**config.mk**
```make
export PLATFORM = sky130hd
export DESIGN_NAME = mem_arbiter
export DESIGN_NICKNAME = d
export VERILOG_FILES = /design/src/rtl/mem_arbiter.sv
export SDC_FILE = /design/constraint.sdc
export NUM_CORES = 1
export LEC_CHECK = 0
export CELL_PAD_IN_SITES_DETAIL_PLACEMENT = 1
export CELL_PAD_IN_SITES_GLOBAL_PLACEMENT = 1
export CORE_MARGIN = 2
export CORE_UTILIZATION = 24
export DETAILED_ROUTE_END_ITERATION = 8
export PLACE_DENSITY = 0.68
export RECOVER_POWER = 50
export SLEW_MARGIN = 20
export SYNTH_ARGS = -nofsm -noshare
export SYNTH_HDL_FRONTEND = slang
export SYNTH_SLANG_ARGS = --single-unit
```
**constraint.sdc**
```tcl
create_clock -name clk -period 3.4 [get_ports clk]
set_input_delay 0.34 -clock clk [delete_from_list [all_inputs] [get_ports clk]]
set_output_delay 0.34 -clock clk [all_outputs]
set_load 0.02 [all_outputs]
```
**src/rtl/mem_arbiter.sv**
```systemverilog
// mem_arbiter: round-robin arbiter sharing one L2/memory port between icache and dcache.
package xentry_pkg;
  typedef enum logic [1:0] {MEM_LOAD, MEM_STORE} memory_operation_e;
endpackage

module mem_arbiter
  import xentry_pkg::*;
#(
  parameter int XLEN = 32,
  parameter int CNT_WIDTH = 16
) (
  input  logic                 clk,
  input  logic                 reset,
  input  logic [XLEN-1:0]      ic_req_address,
  input  memory_operation_e    ic_req_type,
  input  logic                 ic_req_valid,
  input  logic [XLEN-1:0]      ic_word_to_store,
  output logic [XLEN-1:0]      ic_fetched_word,
  output logic                 ic_req_fulfilled,
  input  logic [XLEN-1:0]      dc_req_address,
  input  memory_operation_e    dc_req_type,
  input  logic                 dc_req_valid,
  input  logic [XLEN-1:0]      dc_word_to_store,
  output logic [XLEN-1:0]      dc_fetched_word,
  output logic                 dc_req_fulfilled,
  output logic [XLEN-1:0]      mem_req_address,
  output memory_operation_e    mem_req_type,
  output logic                 mem_req_valid,
  output logic [XLEN-1:0]      mem_word_to_store,
  input  logic [XLEN-1:0]      mem_fetched_word,
  input  logic                 mem_req_fulfilled,
  output logic [CNT_WIDTH-1:0] ic_grant_count,
  output logic [CNT_WIDTH-1:0] dc_grant_count
);
  typedef enum logic [1:0] {IDLE, SERVE_IC, SERVE_DC, RESPOND} state_e;
  state_e state_q, state_d;
  logic last_dc_q, last_dc_d;
  logic [XLEN-1:0] addr_q, addr_d, wdata_q, wdata_d, ic_word_q, ic_word_d, dc_word_q, dc_word_d;
  memory_operation_e type_q, type_d;
  logic [CNT_WIDTH-1:0] ic_cnt_q, ic_cnt_d, dc_cnt_q, dc_cnt_d;
  logic pick_ic, pick_dc;
  // last_dc_q doubles as the identity of the client being served until RESPOND ends
  assign pick_ic = ic_req_valid && (!dc_req_valid || last_dc_q);
  assign pick_dc = dc_req_valid && (!ic_req_valid || !last_dc_q);
  always_comb begin
    state_d   = state_q;
    last_dc_d = last_dc_q;
    addr_d    = addr_q;
    type_d    = type_q;
    wdata_d   = wdata_q;
    ic_word_d = ic_word_q;
    dc_word_d = dc_word_q;
    ic_cnt_d  = ic_cnt_q;
    dc_cnt_d  = dc_cnt_q;
    case (state_q)
      IDLE: begin
        if (pick_ic) begin
          state_d   = SERVE_IC;
          last_dc_d = 1'b0;
          addr_d    = ic_req_address;
          type_d    = ic_req_type;
          wdata_d   = ic_word_to_store;
          ic_cnt_d  = (ic_cnt_q == '1) ? ic_cnt_q : ic_cnt_q + CNT_WIDTH'(1);
        end else if (pick_dc) begin
          state_d   = SERVE_DC;
          last_dc_d = 1'b1;
          addr_d    = dc_req_address;
          type_d    = dc_req_type;
          wdata_d   = dc_word_to_store;
          dc_cnt_d  = (dc_cnt_q == '1) ? dc_cnt_q : dc_cnt_q + CNT_WIDTH'(1);
        end
      end
      SERVE_IC: begin
        ic_word_d = mem_req_fulfilled ? mem_fetched_word : ic_word_q;
        state_d   = mem_req_fulfilled ? RESPOND : SERVE_IC;
      end
      SERVE_DC: begin
        dc_word_d = mem_req_fulfilled ? mem_fetched_word : dc_word_q;
        state_d   = mem_req_fulfilled ? RESPOND : SERVE_DC;
      end
      default: state_d = IDLE;
    endcase
  end
  always_ff @(posedge clk) begin
    if (reset) begin
      state_q   <= IDLE;
      last_dc_q <= 1'b1;
      addr_q    <= '0;
      type_q    <= MEM_LOAD;
      wdata_q   <= '0;
      ic_word_q <= '0;
      dc_word_q <= '0;
      ic_cnt_q  <= '0;
      dc_cnt_q  <= '0;
    end else begin
      state_q   <= state_d;
      last_dc_q <= last_dc_d;
      addr_q    <= addr_d;
      type_q    <= type_d;
      wdata_q   <= wdata_d;
      ic_word_q <= ic_word_d;
      dc_word_q <= dc_word_d;
      ic_cnt_q  <= ic_cnt_d;
      dc_cnt_q  <= dc_cnt_d;
    end
  end
  assign mem_req_valid     = (state_q == SERVE_IC) || (state_q == SERVE_DC);
  assign mem_req_address   = addr_q;
  assign mem_req_type      = type_q;
  assign mem_word_to_store = wdata_q;
  assign ic_req_fulfilled  = (state_q == RESPOND) && !last_dc_q;
  assign dc_req_fulfilled  = (state_q == RESPOND) && last_dc_q;
  assign ic_fetched_word   = ic_word_q;
  assign dc_fetched_word   = dc_word_q;
  assign ic_grant_count    = ic_cnt_q;
  assign dc_grant_count    = dc_cnt_q;
endmodule

```
# Word level (Yosys, flattened, before mapping)
# Index checks and enable logic that the tools add are counted.
# W data, S select, Z words.
# op_classes
add_sub_neg,2
shift,0
mux,13
n_lt_le_gt_ge,0
n_mul,0
reduce_logical,17
div,0
eq_ne,6
n_bitwise,3
# ops
op,count
$mux W32,4
$add A16 B1 Y16 const B,2
$eq A16 B16 Y1 const B,2
$mux W2,5
$pmux W2 S3,1
$reduce_and A2 Y1,3
$eq A2 B2 Y1 const B,2
$logic_and A1 B1 Y1,4
$reduce_and A4 Y1,1
$logic_not A1 Y1,3
$logic_or A1 B1 Y1,3
$mux W1,3
$ne A3 B3 Y1 const B,1
$not A1 Y1,3
$reduce_and A3 Y1,1
$eq A2 B1 Y1 const B,1
$logic_not A2 Y1,1
$reduce_bool A2 Y1,1
# word_totals
ramBits,0
memories,0
register_bits,165
wordCells,50
rom_bits,0
output_inout_bits,165
inputBits,169
latchBits,0

# Longest topological paths before layout
# logic_depth
word_depth,6
depth_mapped,9

# Worst setup path before layout
# Ideal clock, no wire load.
# synth_path
path_kind,reg-to-reg
startpoint,reg state_q[0]
endpoint,"reg ic_cnt_q[15], in the netlist ic_grant_count[15]"
t_arrival_ns,1.921
stages_incl_launch_ff,8
t_required_ns,3.279
path_buffers,1
path_slack_ns,1.358
setup_time_ns,0.121
path_cell_list,dfxtp_1 -> inv_1 -> ha_1 -> nand2_1 -> or4b_4 -> buf_6 -> nor4_1 -> mux2_2
# synth_via
elab_chain_len,2
# synth_rtl
element,line_no,rtl
"start, declared",36,"state_e state_q, state_d;"
"start signal, assigned",96,state_q <= state_d;
$logic_not A2 Y1,55,case (state_q)
$reduce_and A3 Y1 (no source line),--,
"end signal, assigned",103,ic_cnt_q <= ic_cnt_d;
"end, declared",40,"logic [CNT_WIDTH-1:0] ic_cnt_q, ic_cnt_d, dc_cnt_q, dc_cnt_d;"
# No other way between the ends.
# A chain may end at the register's enable or synchronous reset.

# Worst setup path in the final report
# layout_path
startpoint,reg state_q[1]
endpoint,"reg ic_cnt_q[15], in the netlist ic_grant_count[15]"
# The elaborated chain is that of the path after synthesis.

==> impl_results.md <==
* Run status: finished with violations
* Failing checks: max-capacitance violations, max-slew violations
* CTS Buf Count at 17
* Post-CTS setup buffer count at 0
* CTS hold repair buffers at 0
* Final worst-path cycle share at 77.7%
* Mapped Nets at 1063
* Row count at 62
* Cells after DPL at 1545
* CTS Sinks at around 170
* Leakage at 0.00416 uW
* Crit. End Element: flop
* Clk root buf: clkbuf_16
* Worst Hold Slack at 337 ps
* Most common cell in the netlist: nand2_1
* Post-DRT Antenna Nets at 0
* Hold path start: reset
* R2R cell count at 7
* Clock Pin Slew Worst Setup and Hold Paths at 70 ps
* Yosys reg bits at 165
* Number of hold violations in the final report at 0
* Worst-Skew Late Latency at 440 ps
* Worst Path Required at 3710 ps
* Worst clock skew at 14.1 ps
* Post-synthesis average cell area at 7.91 um2
* List of most frequent post-synthesis cells: nand2_1 (214), dfxtp_1 (165), a21oi_1 (85), nor2_1 (83), nand3_1 (77)
* Fin cells at 1577
* Initial antenna violation count at 0
* PnR worst setup slack at 758 ps
* DRC viols at 0
* Ys async rst share at 0%
* Hold path cells at 2
* Unrepaired setup endpoints after global routing: no
* Largest net degree at the start of global routing at 82
* Pre-CTS setup slack at 911 ps
* Slowest cell on the critical path: or4b_4
* Worst path top cell family by delay: simple AND/OR/NAND/NOR gates
* WL/cell at 17.2 um
* Port bufs at 333
* Ports at approximately 330
* Std-Cell Core Area at ~29000 um2
* Die Y-Extent at 175 um
* Area Overhead vs Synth at 60.4%
* # diodes at 0
* DR vias/cell at 4.82
* Yosys top cell area share at 47.0%
* CP bufs+invs at 2
* Critical path type: reg2reg
* Die X at 175 um
* Crit-path max cell delay at 620 ps
* Total number of vias at 7603
* WL final at around 27 mm
* Post_cts resized at 0
* Drt pass-1 iters at 4
* Final setup TNS at 0 ps
* Critical-path cell list: inv_1 > ha_1 > clkbuf_1 > nand2_1 > or4b_4 > nor4_1 > mux2_2
* GRT Total Usage at between 10% and 20%
* Worst r2r src: state_q[1]$_SDFFE_PP0P_
* Hold endpoint: ic_grant_count[9]$_SDFFE_PP0P_
* Slew Viols, Final at 66
* Crit path DAT at approximately 3000 ps
* Longest Clk Path Bufs at 2
* Minimum clock period at 2640 ps
* Unique masters post-synth at 43
* Critical Path Fanout Max at 12
* EDFF count, synth at 0
* Main synth FF type: dfxtp_1
* Pwr per Cell Area at about 580 nW/um2
* CTS tree: done
* Number of global-route vias before repair at roughly 7.7k
* Area leader, netlist: dfxtp_1
* Number of H-tree levels at 4
* Fin nets at 1355
* R2R Path End: ic_grant_count[15]$_SDFFE_PP0P_
* FF-to-FF setup slack at 760 ps
* Hold Crit Class: in2reg
* Ys Warns at 0
* DP Wirelength at between 15 and 20 mm
* Top cells by area, synth: dfxtp_1 (47%), nand2_1 (11%), a311oi_1 (8.2%)
* Starting Density at around a quarter
* F_max at about 0.38 GHz
* Setup violators final at 0
* Crit start category: flop
* First-pass GRT wire length at 42.2 mm
* Gpl congestion at 0.736
* Peak supply drop at 0.000301 V
* Die ar. at 30600 um2
* Slew @ Worst Pin at 1600 ps
* Grt ovf at 0
* # Max-Cap Violations at 2
* Layout cells sized above 1 at 5.53%
* Sequential area share after synthesis at 47.0%
* Slew HR at -6.50%
* Post-synthesis instance total at 888
* DR iter-0 viols at 232
* Mapped cell area at 7020 um2
## where the power goes
part / total [uW] / switching (uW) / internal [uW]
registers: 2390 / 154 / 2230
clock network: 1990 / 929 / 1070
logic: 2130 / 1230 / 903
## metrics by stage
step	cell area, um2	total power (uW)	utilization (%)
floorplan	7020	3580	-
global placement	10700	4630	37.1
detailed placement	10700	4670	37.1
CTS	11300	6700	39.2
global route	11300	6900	39.1
finish	11300	6510	39.1
## layer usage
metal | global-route usage (%) | routed length, um
met5 | 0 | 0
met4 | 3.51 | 251
met3 | 6.88 | 2300
met2 | 28.7 | 12500
met1 | 21.1 | 12000
## flip-flops by register name, summed over array words and instances (netlist names)
| register | count |
|---|---|
| ic_fetched_word | 32 |
| dc_fetched_word | 32 |
| mem_req_address | 32 |
| state_q | 2 |
| last_dc_q | 1 |
| dc_grant_count | 16 |
| mem_req_type | 2 |
| mem_word_to_store | 32 |
| ic_grant_count | 16 |
## logic make-up after synthesis
| logic type | share of synthesized area, % |
|---|---|
| AOI/OAI and AO/OA | 17.2 |
| adders and majority gates | 1.07 |
| buffers and inverters | 4.58 |
| DFF | 47.0 |
| muxes | 1.75 |
| and+or+nand+nor | 28.3 |
## worst max path at each step
stage,startpoint,end,cells past startpoint
after floorplan,state_q[0]$_SDFFE_PP0P_,ic_grant_count[15]$_SDFFE_PP0P_,7
after global placement,dc_req_valid,ic_grant_count[15]$_SDFFE_PP0P_,5
after detailed placement,dc_req_valid,ic_grant_count[15]$_SDFFE_PP0P_,5
after CTS,state_q[0]$_SDFFE_PP0P_,ic_grant_count[15]$_SDFFE_PP0P_,7
after global routing,state_q[1]$_SDFFE_PP0P_,ic_grant_count[10]$_SDFFE_PP0P_,7
final,state_q[1]$_SDFFE_PP0P_,ic_grant_count[15]$_SDFFE_PP0P_,7
## cells in the final DEF (no fill, tap or decap), types with 4 or more instances in the layout
| cell | netlist | layout |
|---|---|---|
| nor2b_1 | 11 | 11 |
| mux2_2 | 10 | 10 |
| inv_6 | 0 | 6 |
| nand2_1 | 214 | 213 |
| clkdlybuf4s50_1 | 0 | 238 |
| nor2_1 | 83 | 83 |
| o31ai_1 | 12 | 12 |
| nand3_1 | 77 | 77 |
| nor3_1 | 4 | 4 |
| ha_1 | 6 | 6 |
| and4_1 | 4 | 4 |
| dlygate4sd3_1 | 0 | 93 |
| a311oi_1 | 66 | 66 |
| o21ai_0 | 6 | 6 |
| buf_4 | 0 | 11 |
| clkbuf_16 | 0 | 17 |
| nor4_1 | 10 | 10 |
| dfxtp_1 | 165 | 165 |
| or4_1 | 11 | 11 |
| inv_1 | 7 | 7 |
| nand4_1 | 10 | 10 |
| a21oi_1 | 85 | 85 |
## layout make-up
type	instances	area, um2
clock buffers	18	439
clock inverters	14	155
fillers	3397	17500
inverters	7	26.3
multi-input cells	641	3410
flip-flops and latches	165	3300
well taps	384	480
repair buffers	348	3450
No activity file was read; power rests on OpenSTA's default activity.
